==> src/rtl/sd_scoreboard_pkg.sv <==
// Request type encodings shared between the scoreboard initiator and the scoreboard FSM.
package sd_scoreboard_pkg;
   typedef enum logic {
      REQ_READ  = 1'b0,
      REQ_WRITE = 1'b1
   } req_type_e;
endpackage

==> src/rtl/sd_scoreboard_rob.sv <==
// Reorder storage for outstanding reads: per-txid data slot, item tag and pend/rdy flags.
module sd_scoreboard_rob #(
   parameter int width   = 8,
   parameter int asz     = 6,
   parameter int txid_sz = 2,
   parameter int depth   = 2**txid_sz
) (
   input  logic               clk,
   input  logic               reset_n,
   input  logic               alloc_en,
   input  logic [txid_sz-1:0] alloc_idx,
   input  logic [asz-1:0]     alloc_tag,
   input  logic               rsp_en,
   input  logic [txid_sz-1:0] rsp_idx,
   input  logic [width-1:0]   rsp_data,
   output logic               rsp_ok,
   input  logic               retire_en,
   input  logic [txid_sz-1:0] head_idx,
   output logic               head_rdy,
   output logic [width-1:0]   head_data,
   output logic [asz-1:0]     head_tag
);
   logic [depth-1:0] pend;
   logic [depth-1:0] rdy;
   logic [width-1:0] slot [depth];
   logic [asz-1:0]   tag  [depth];

   // Slot and tag contents are cleared too so the head read port shows zeros out of reset.
   always_ff @(posedge clk or negedge reset_n) begin
      if (!reset_n) begin
         pend <= '0;
         rdy  <= '0;
         for (int i = 0; i < depth; i++) begin
            slot[i] <= '0;
            tag[i]  <= '0;
         end
      end else begin
         if (retire_en) begin
            pend[head_idx] <= 1'b0;
            rdy[head_idx]  <= 1'b0;
         end
         if (alloc_en) begin
            pend[alloc_idx] <= 1'b1;
            tag[alloc_idx]  <= alloc_tag;
         end
         if (rsp_en) begin
            rdy[rsp_idx]  <= 1'b1;
            slot[rsp_idx] <= rsp_data;
         end
      end
   end

   assign rsp_ok    = pend[rsp_idx] & ~rdy[rsp_idx];
   assign head_rdy  = rdy[head_idx];
   assign head_data = slot[head_idx];
   assign head_tag  = tag[head_idx];
endmodule

==> src/rtl/sd_scoreboard_initiator.sv <==
// Scoreboard initiator: issues read/write commands in order, tracks reads by txid and returns results in order.
module sd_scoreboard_initiator
   import sd_scoreboard_pkg::*;
#(
   parameter int width   = 8,
   parameter int items   = 64,
   parameter int txid_sz = 2,
   parameter int asz     = $clog2(items),
   parameter int depth   = 2**txid_sz
) (
   input  logic               clk,
   input  logic               reset_n,
   input  logic               c_srdy,
   output logic               c_drdy,
   input  logic               c_req_type,
   input  logic [width-1:0]   c_mask,
   input  logic [width-1:0]   c_data,
   input  logic [asz-1:0]     c_itemid,
   output logic               sb_srdy,
   input  logic               sb_drdy,
   output logic               sb_req_type,
   output logic [txid_sz-1:0] sb_txid,
   output logic [width-1:0]   sb_mask,
   output logic [width-1:0]   sb_data,
   output logic [asz-1:0]     sb_itemid,
   input  logic               rsp_srdy,
   output logic               rsp_drdy,
   input  logic [txid_sz-1:0] rsp_txid,
   input  logic [width-1:0]   rsp_data,
   output logic               p_srdy,
   input  logic               p_drdy,
   output logic [width-1:0]   p_data,
   output logic [asz-1:0]     p_itemid,
   output logic               err
);
   localparam logic [txid_sz:0] depth_cnt = (txid_sz+1)'(depth);

   logic               req_v;
   req_type_e          req_type;
   logic [width-1:0]   req_mask;
   logic [width-1:0]   req_data;
   logic [asz-1:0]     req_itemid;
   logic [txid_sz-1:0] alloc_ptr;
   logic [txid_sz-1:0] ret_ptr;
   logic [txid_sz:0]   outstanding;
   logic               c_fire;
   logic               sb_fire;
   logic               alloc_en;
   logic               retire_en;
   logic               rsp_ok;
   logic               rsp_fire;
   logic               is_read;

   assign is_read   = (req_type == REQ_READ);
   assign sb_fire   = sb_srdy & sb_drdy;
   assign c_drdy    = ~req_v | sb_fire;
   assign c_fire    = c_srdy & c_drdy;
   assign alloc_en  = sb_fire & is_read;
   assign retire_en = p_srdy & p_drdy;
   assign rsp_fire  = rsp_srdy & rsp_ok;
   assign rsp_drdy  = 1'b1;

   // Registered count only: a retire frees a txid for the next cycle, not this one.
   assign sb_srdy     = req_v & (~is_read | (outstanding < depth_cnt));
   assign sb_req_type = req_type;
   assign sb_txid     = (req_v && is_read) ? alloc_ptr : '0;
   assign sb_mask     = !req_v ? '0 : (is_read ? '1 : req_mask);
   assign sb_data     = (req_v && !is_read) ? req_data : '0;
   assign sb_itemid   = req_itemid;

   always_ff @(posedge clk or negedge reset_n) begin
      if (!reset_n) begin
         req_v      <= 1'b0;
         req_type   <= REQ_READ;
         req_mask   <= '0;
         req_data   <= '0;
         req_itemid <= '0;
      end else if (c_fire) begin
         req_v      <= 1'b1;
         req_type   <= req_type_e'(c_req_type);
         req_mask   <= c_mask;
         req_data   <= c_data;
         req_itemid <= c_itemid;
      end else if (sb_fire) begin
         req_v      <= 1'b0;
      end
   end

   always_ff @(posedge clk or negedge reset_n) begin
      if (!reset_n) begin
         alloc_ptr   <= '0;
         ret_ptr     <= '0;
         outstanding <= '0;
         err         <= 1'b0;
      end else begin
         if (alloc_en)
            alloc_ptr <= alloc_ptr + 1'b1;
         if (retire_en)
            ret_ptr <= ret_ptr + 1'b1;
         case ({alloc_en, retire_en})
            2'b10:   outstanding <= outstanding + 1'b1;
            2'b01:   outstanding <= outstanding - 1'b1;
            default: outstanding <= outstanding;
         endcase
         if (rsp_srdy && !rsp_ok)
            err <= 1'b1;
      end
   end

   sd_scoreboard_rob #(
      .width   (width),
      .asz     (asz),
      .txid_sz (txid_sz),
      .depth   (depth)
   ) u_rob (
      .clk       (clk),
      .reset_n   (reset_n),
      .alloc_en  (alloc_en),
      .alloc_idx (alloc_ptr),
      .alloc_tag (req_itemid),
      .rsp_en    (rsp_fire),
      .rsp_idx   (rsp_txid),
      .rsp_data  (rsp_data),
      .rsp_ok    (rsp_ok),
      .retire_en (retire_en),
      .head_idx  (ret_ptr),
      .head_rdy  (p_srdy),
      .head_data (p_data),
      .head_tag  (p_itemid)
   );
endmodule

==> config.mk <==
export PLATFORM = sky130hd
export DESIGN_NAME = sd_scoreboard_initiator
export DESIGN_NICKNAME = d
export VERILOG_FILES = /design/src/rtl/sd_scoreboard_pkg.sv /design/src/rtl/sd_scoreboard_rob.sv /design/src/rtl/sd_scoreboard_initiator.sv
export SDC_FILE = /design/constraint.sdc
export NUM_CORES = 1
export LEC_CHECK = 0
export BUFFER_PORTS_ARGS = -buffer_cell sky130_fd_sc_hd__buf_2
export CAP_MARGIN = 10
export CELL_PAD_IN_SITES_DETAIL_PLACEMENT = 1
export CELL_PAD_IN_SITES_GLOBAL_PLACEMENT = 1
export CORE_ASPECT_RATIO = 0.75
export CORE_MARGIN = 1
export CORE_UTILIZATION = 47
export CTS_CLUSTER_DIAMETER = 80
export DETAILED_ROUTE_END_ITERATION = 10
export GPL_TIMING_DRIVEN = 0
export HOLD_SLACK_MARGIN = 0.05
export PLACE_DENSITY = 0.93
export SETUP_SLACK_MARGIN = 0.4
export SLEW_MARGIN = 5
export SYNTH_ARGS = -nofsm -noshare
export SYNTH_HDL_FRONTEND = slang
export SYNTH_SLANG_ARGS = --single-unit
==> constraint.sdc <==
create_clock -name clk -period 4 [get_ports clk]
set_input_delay 1 -clock clk [delete_from_list [all_inputs] [get_ports clk]]
set_output_delay 1 -clock clk [all_outputs]
set_load 0.03 [all_outputs]
==> impl_metrics.env <==
export IMPL_hp_class="flop to flop"
export IMPL_htreeDepth=3
export IMPL_crit_top_cell="buf_2"
export IMPL_first_pass_iters=4
export IMPL_relSlewSlack_pct=53.3
export IMPL_core_rowCount=30
export IMPL_grtUsageTotal_pct=23.3
export IMPL_fin_tns_setup_ns=0
export IMPL_grt_pass1_vias=3128
export IMPL_finalPower_mw=4.67
export IMPL_rsz0062_at_grt="false"
export IMPL_io_buffers=79
export IMPL_ys_types=39
export IMPL_report_final_slew_viol_count=0
export IMPL_yosysTopAreaCell="dfrtp_1"
export IMPL_nets=445
export IMPL_ys_flop_type="dfrtp_1"
export IMPL_clk_latency_ns=0.35
export IMPL_grt_max_degree=73
export IMPL_fp_coreArea_um2=9200
export IMPL_initial_utilization_pct=49.0
export IMPL_io_pins=83
export IMPL_hold_violations=0
export IMPL_drc_errors=0
export IMPL_drt_total_wl_mm=10.6
export IMPL_tightestPinTransition_ns=0.698
export IMPL_status="finished clean"
export IMPL_arrival_ns=2.12
export IMPL_setup_viol=0
export IMPL_netlist_instances=305
export IMPL_fin_crit_sh_pct=78.1
export IMPL_synthArstFlopShare_pct=100
export IMPL_drtAntennaViolNets=0
export IMPL_crit_path_max_incr_delay_ns=0.55
export IMPL_synth_edf_count=0
export IMPL_endpoint_kind="output pin"
export IMPL_die_x_um=115
export IMPL_pwr_density_cell_nw_per_um2=865
export IMPL_clk_pin_slew_ns=0.07
export IMPL_globalplace_congestion=0.774
export IMPL_cts_buffers=9
export IMPL_die_height_um=86.8
export IMPL_avgRoutedWirePerCell_um=20.1
export IMPL_multiInputGateArea_um2=1940
export IMPL_yosys_warnings=0
export IMPL_n_fill_cell=929
export IMPL_setup_worst_path_start_class="flop"
export IMPL_fmax_mhz=320
export IMPL_r2r_start="ret_ptr[0]"
export IMPL_cp_max_fo=10
export IMPL_finalClockSkew_ns=0.0101
export IMPL_dp_worst_setup_slack_ns=1.21
export IMPL_diodes=0
export IMPL_syn_nets=354
export IMPL_synth_area_um2=4510
export IMPL_final_cells=529
export IMPL_dp_cells=513
export IMPL_yosysSeqAreaShare_pct=53.3
export IMPL_cts_sinks=96
export IMPL_cts_tree="built"
export IMPL_drt_iter0_drc=83
export IMPL_clock_root_buffer="clkbuf_16"
export IMPL_final_layout_size_suffix_gt1_share_pct=52.9
export IMPL_crit_path_top_delay_cell="mux4_2"
export IMPL_cts_resized=0
export IMPL_clockBufferDepth=2
export IMPL_ctsHoldBuffers=0
export IMPL_final_setup_worst_slack_ns=0.877
export IMPL_postCtsSetupRepairBufs=0
export IMPL_path_cells="buf_4, buf_2, mux4_2, buf_2"
export IMPL_die_area_um2=9990
export IMPL_required_ns=3.00
export IMPL_maxCapViolCount=0
export IMPL_vias_per_cell=5.28
export IMPL_synth_avg_cell_area_um2=14.8
export IMPL_vias=2793
export IMPL_ys_ff_latch=96
export IMPL_hp_start="err"
export IMPL_antenna_found_initial=0
export IMPL_regArea_um2=2400
export IMPL_yosysTopAreaCellShare_pct=53.3
export IMPL_cp_startpoint="ret_ptr[0]"
export IMPL_place_hpwl_mm=7.55
export IMPL_grt_pass1_wl_mm=17.1
export IMPL_gr_total_overflow=0
export IMPL_p_leak_nw=2.60
export IMPL_critPathKind="flop to output pin"
export IMPL_area_growth_pct=19.7
export IMPL_netlist_top_cells_area="dfrtp_1 53%, mux2_2 17%, mux4_2 7.0%, mux2_4 4.0%, ha_1 2.5%"
export IMPL_ir_drop_mv=0.316
export IMPL_finalCriticalPeriod_ns=3.12
## worst paths after layout
path | end | slack, ns | cells past startpoint
max in group asynchronous | u_rob.slot[30] | 2.79 | 2
worst max-delay path | p_data[2] | 0.88 | 4
min in group asynchronous | u_rob.slot[14] | 0.57 | 1
worst max register to register | outstanding[2] | 1.58 | 9
worst min register to register | err | 0.50 | 1
worst min-delay path | err | 0.50 | 1
## power by group
group | internal, mW | total (mW) | switching, mW
Combinational | 0.936 | 2.08 | 1.15
Sequential | 1.41 | 1.71 | 0.305
Clock | 0.491 | 0.875 | 0.384
## critical path: cells and delay by family, from the launching register on
family                 cells  cell delay [ns]
muxes                      1             0.55
buffers and inverters      3             0.80
DFF                        1             0.42
## routing by layer
layer | vias to the layer above | global-route usage (%) | routed length (um)
met5 | - | 0 | 0
met3 | 6 | 7.90 | 538
met4 | 0 | 4.25 | 61
li1 | 1262 | - | -
met2 | 74 | 40.5 | 5550
met1 | 1451 | 28.7 | 4470
## cell usage after synthesis (3+ instances only)
cell,n
a21boi_0,8
a21oi_1,3
a22o_1,5
and3_1,8
buf_4,4
buf_6,4
clkbuf_1,4
dfrtp_1,96
ha_1,9
inv_1,17
mux2_2,68
mux2_4,12
mux4_2,14
nand2_1,9
nor2_1,4
nor2b_1,4
nor3b_1,4
o21ai_0,3
## final cells by class
cell class	count	share of cell area, %
clock buffers	9	4.17
multi-input cells	178	36.0
clock inverters	7	1.46
well taps	128	2.97
plain buffers	14	1.85
flip-flops and latches	96	44.5
repair buffers	80	7.88
inverters	17	1.18
## layout by cell type (no fill, tap or decap), types with 2 or more instances in the layout
cell type and count:
mux2_4 12, buf_2 80, a22o_1 5, ha_1 9, nor2b_1 4, mux2_2 68, o21ai_0 3, nand2_4 2
clkbuf_16 9, nand2_1 9, buf_6 4, xnor2_1 2, nand2_2 2, a21o_1 2, dfrtp_1 96, inv_1 17
nor4b_4 2, a21oi_1 3, clkbuf_1 4, mux2i_1 2, buf_4 5, clkinvlp_4 2, nor2_1 4, xor2_1 2
nor3b_1 4, and3_1 8, mux4_2 14, a21boi_0 8
## kinds of logic after synthesis
group / count (synthesis) / synth area share (%)
AO/OA/AOI/OAI: 25 / 4.27
XOR/XNOR: 4 / 0.777
adder cells (fa/ha/maj): 10 / 2.94
buffers and inverters: 31 / 3.63
flip-flops: 96 / 53.3
multiplexers: 96 / 28.4
other: 1 / 0.0832
AND/OR/NAND/NOR: 42 / 6.60
## metrics by stage
stage	utilization, %	instance area, um2	hold slack (ns)
floorplan	-	4510	0.446
global placement	55.1	5060	0.461
detailed placement	55.4	5090	0.490
CTS	58.7	5400	0.507
global route	58.7	5400	0.516
finish	58.7	5400	0.503
## registers in the layout, summed over array words and instances (netlist names)
register / cells
alloc_ptr: 2
err: 1
outstanding: 3
req_data: 8
req_mask: 8
req_v: 1
ret_ptr: 2
sb_itemid: 6
sb_req_type: 1
u_rob.pend: 4
u_rob.rdy: 4
u_rob.slot: 32
u_rob.tag: 24
Note: power is estimated with default switching activity, not from simulation.
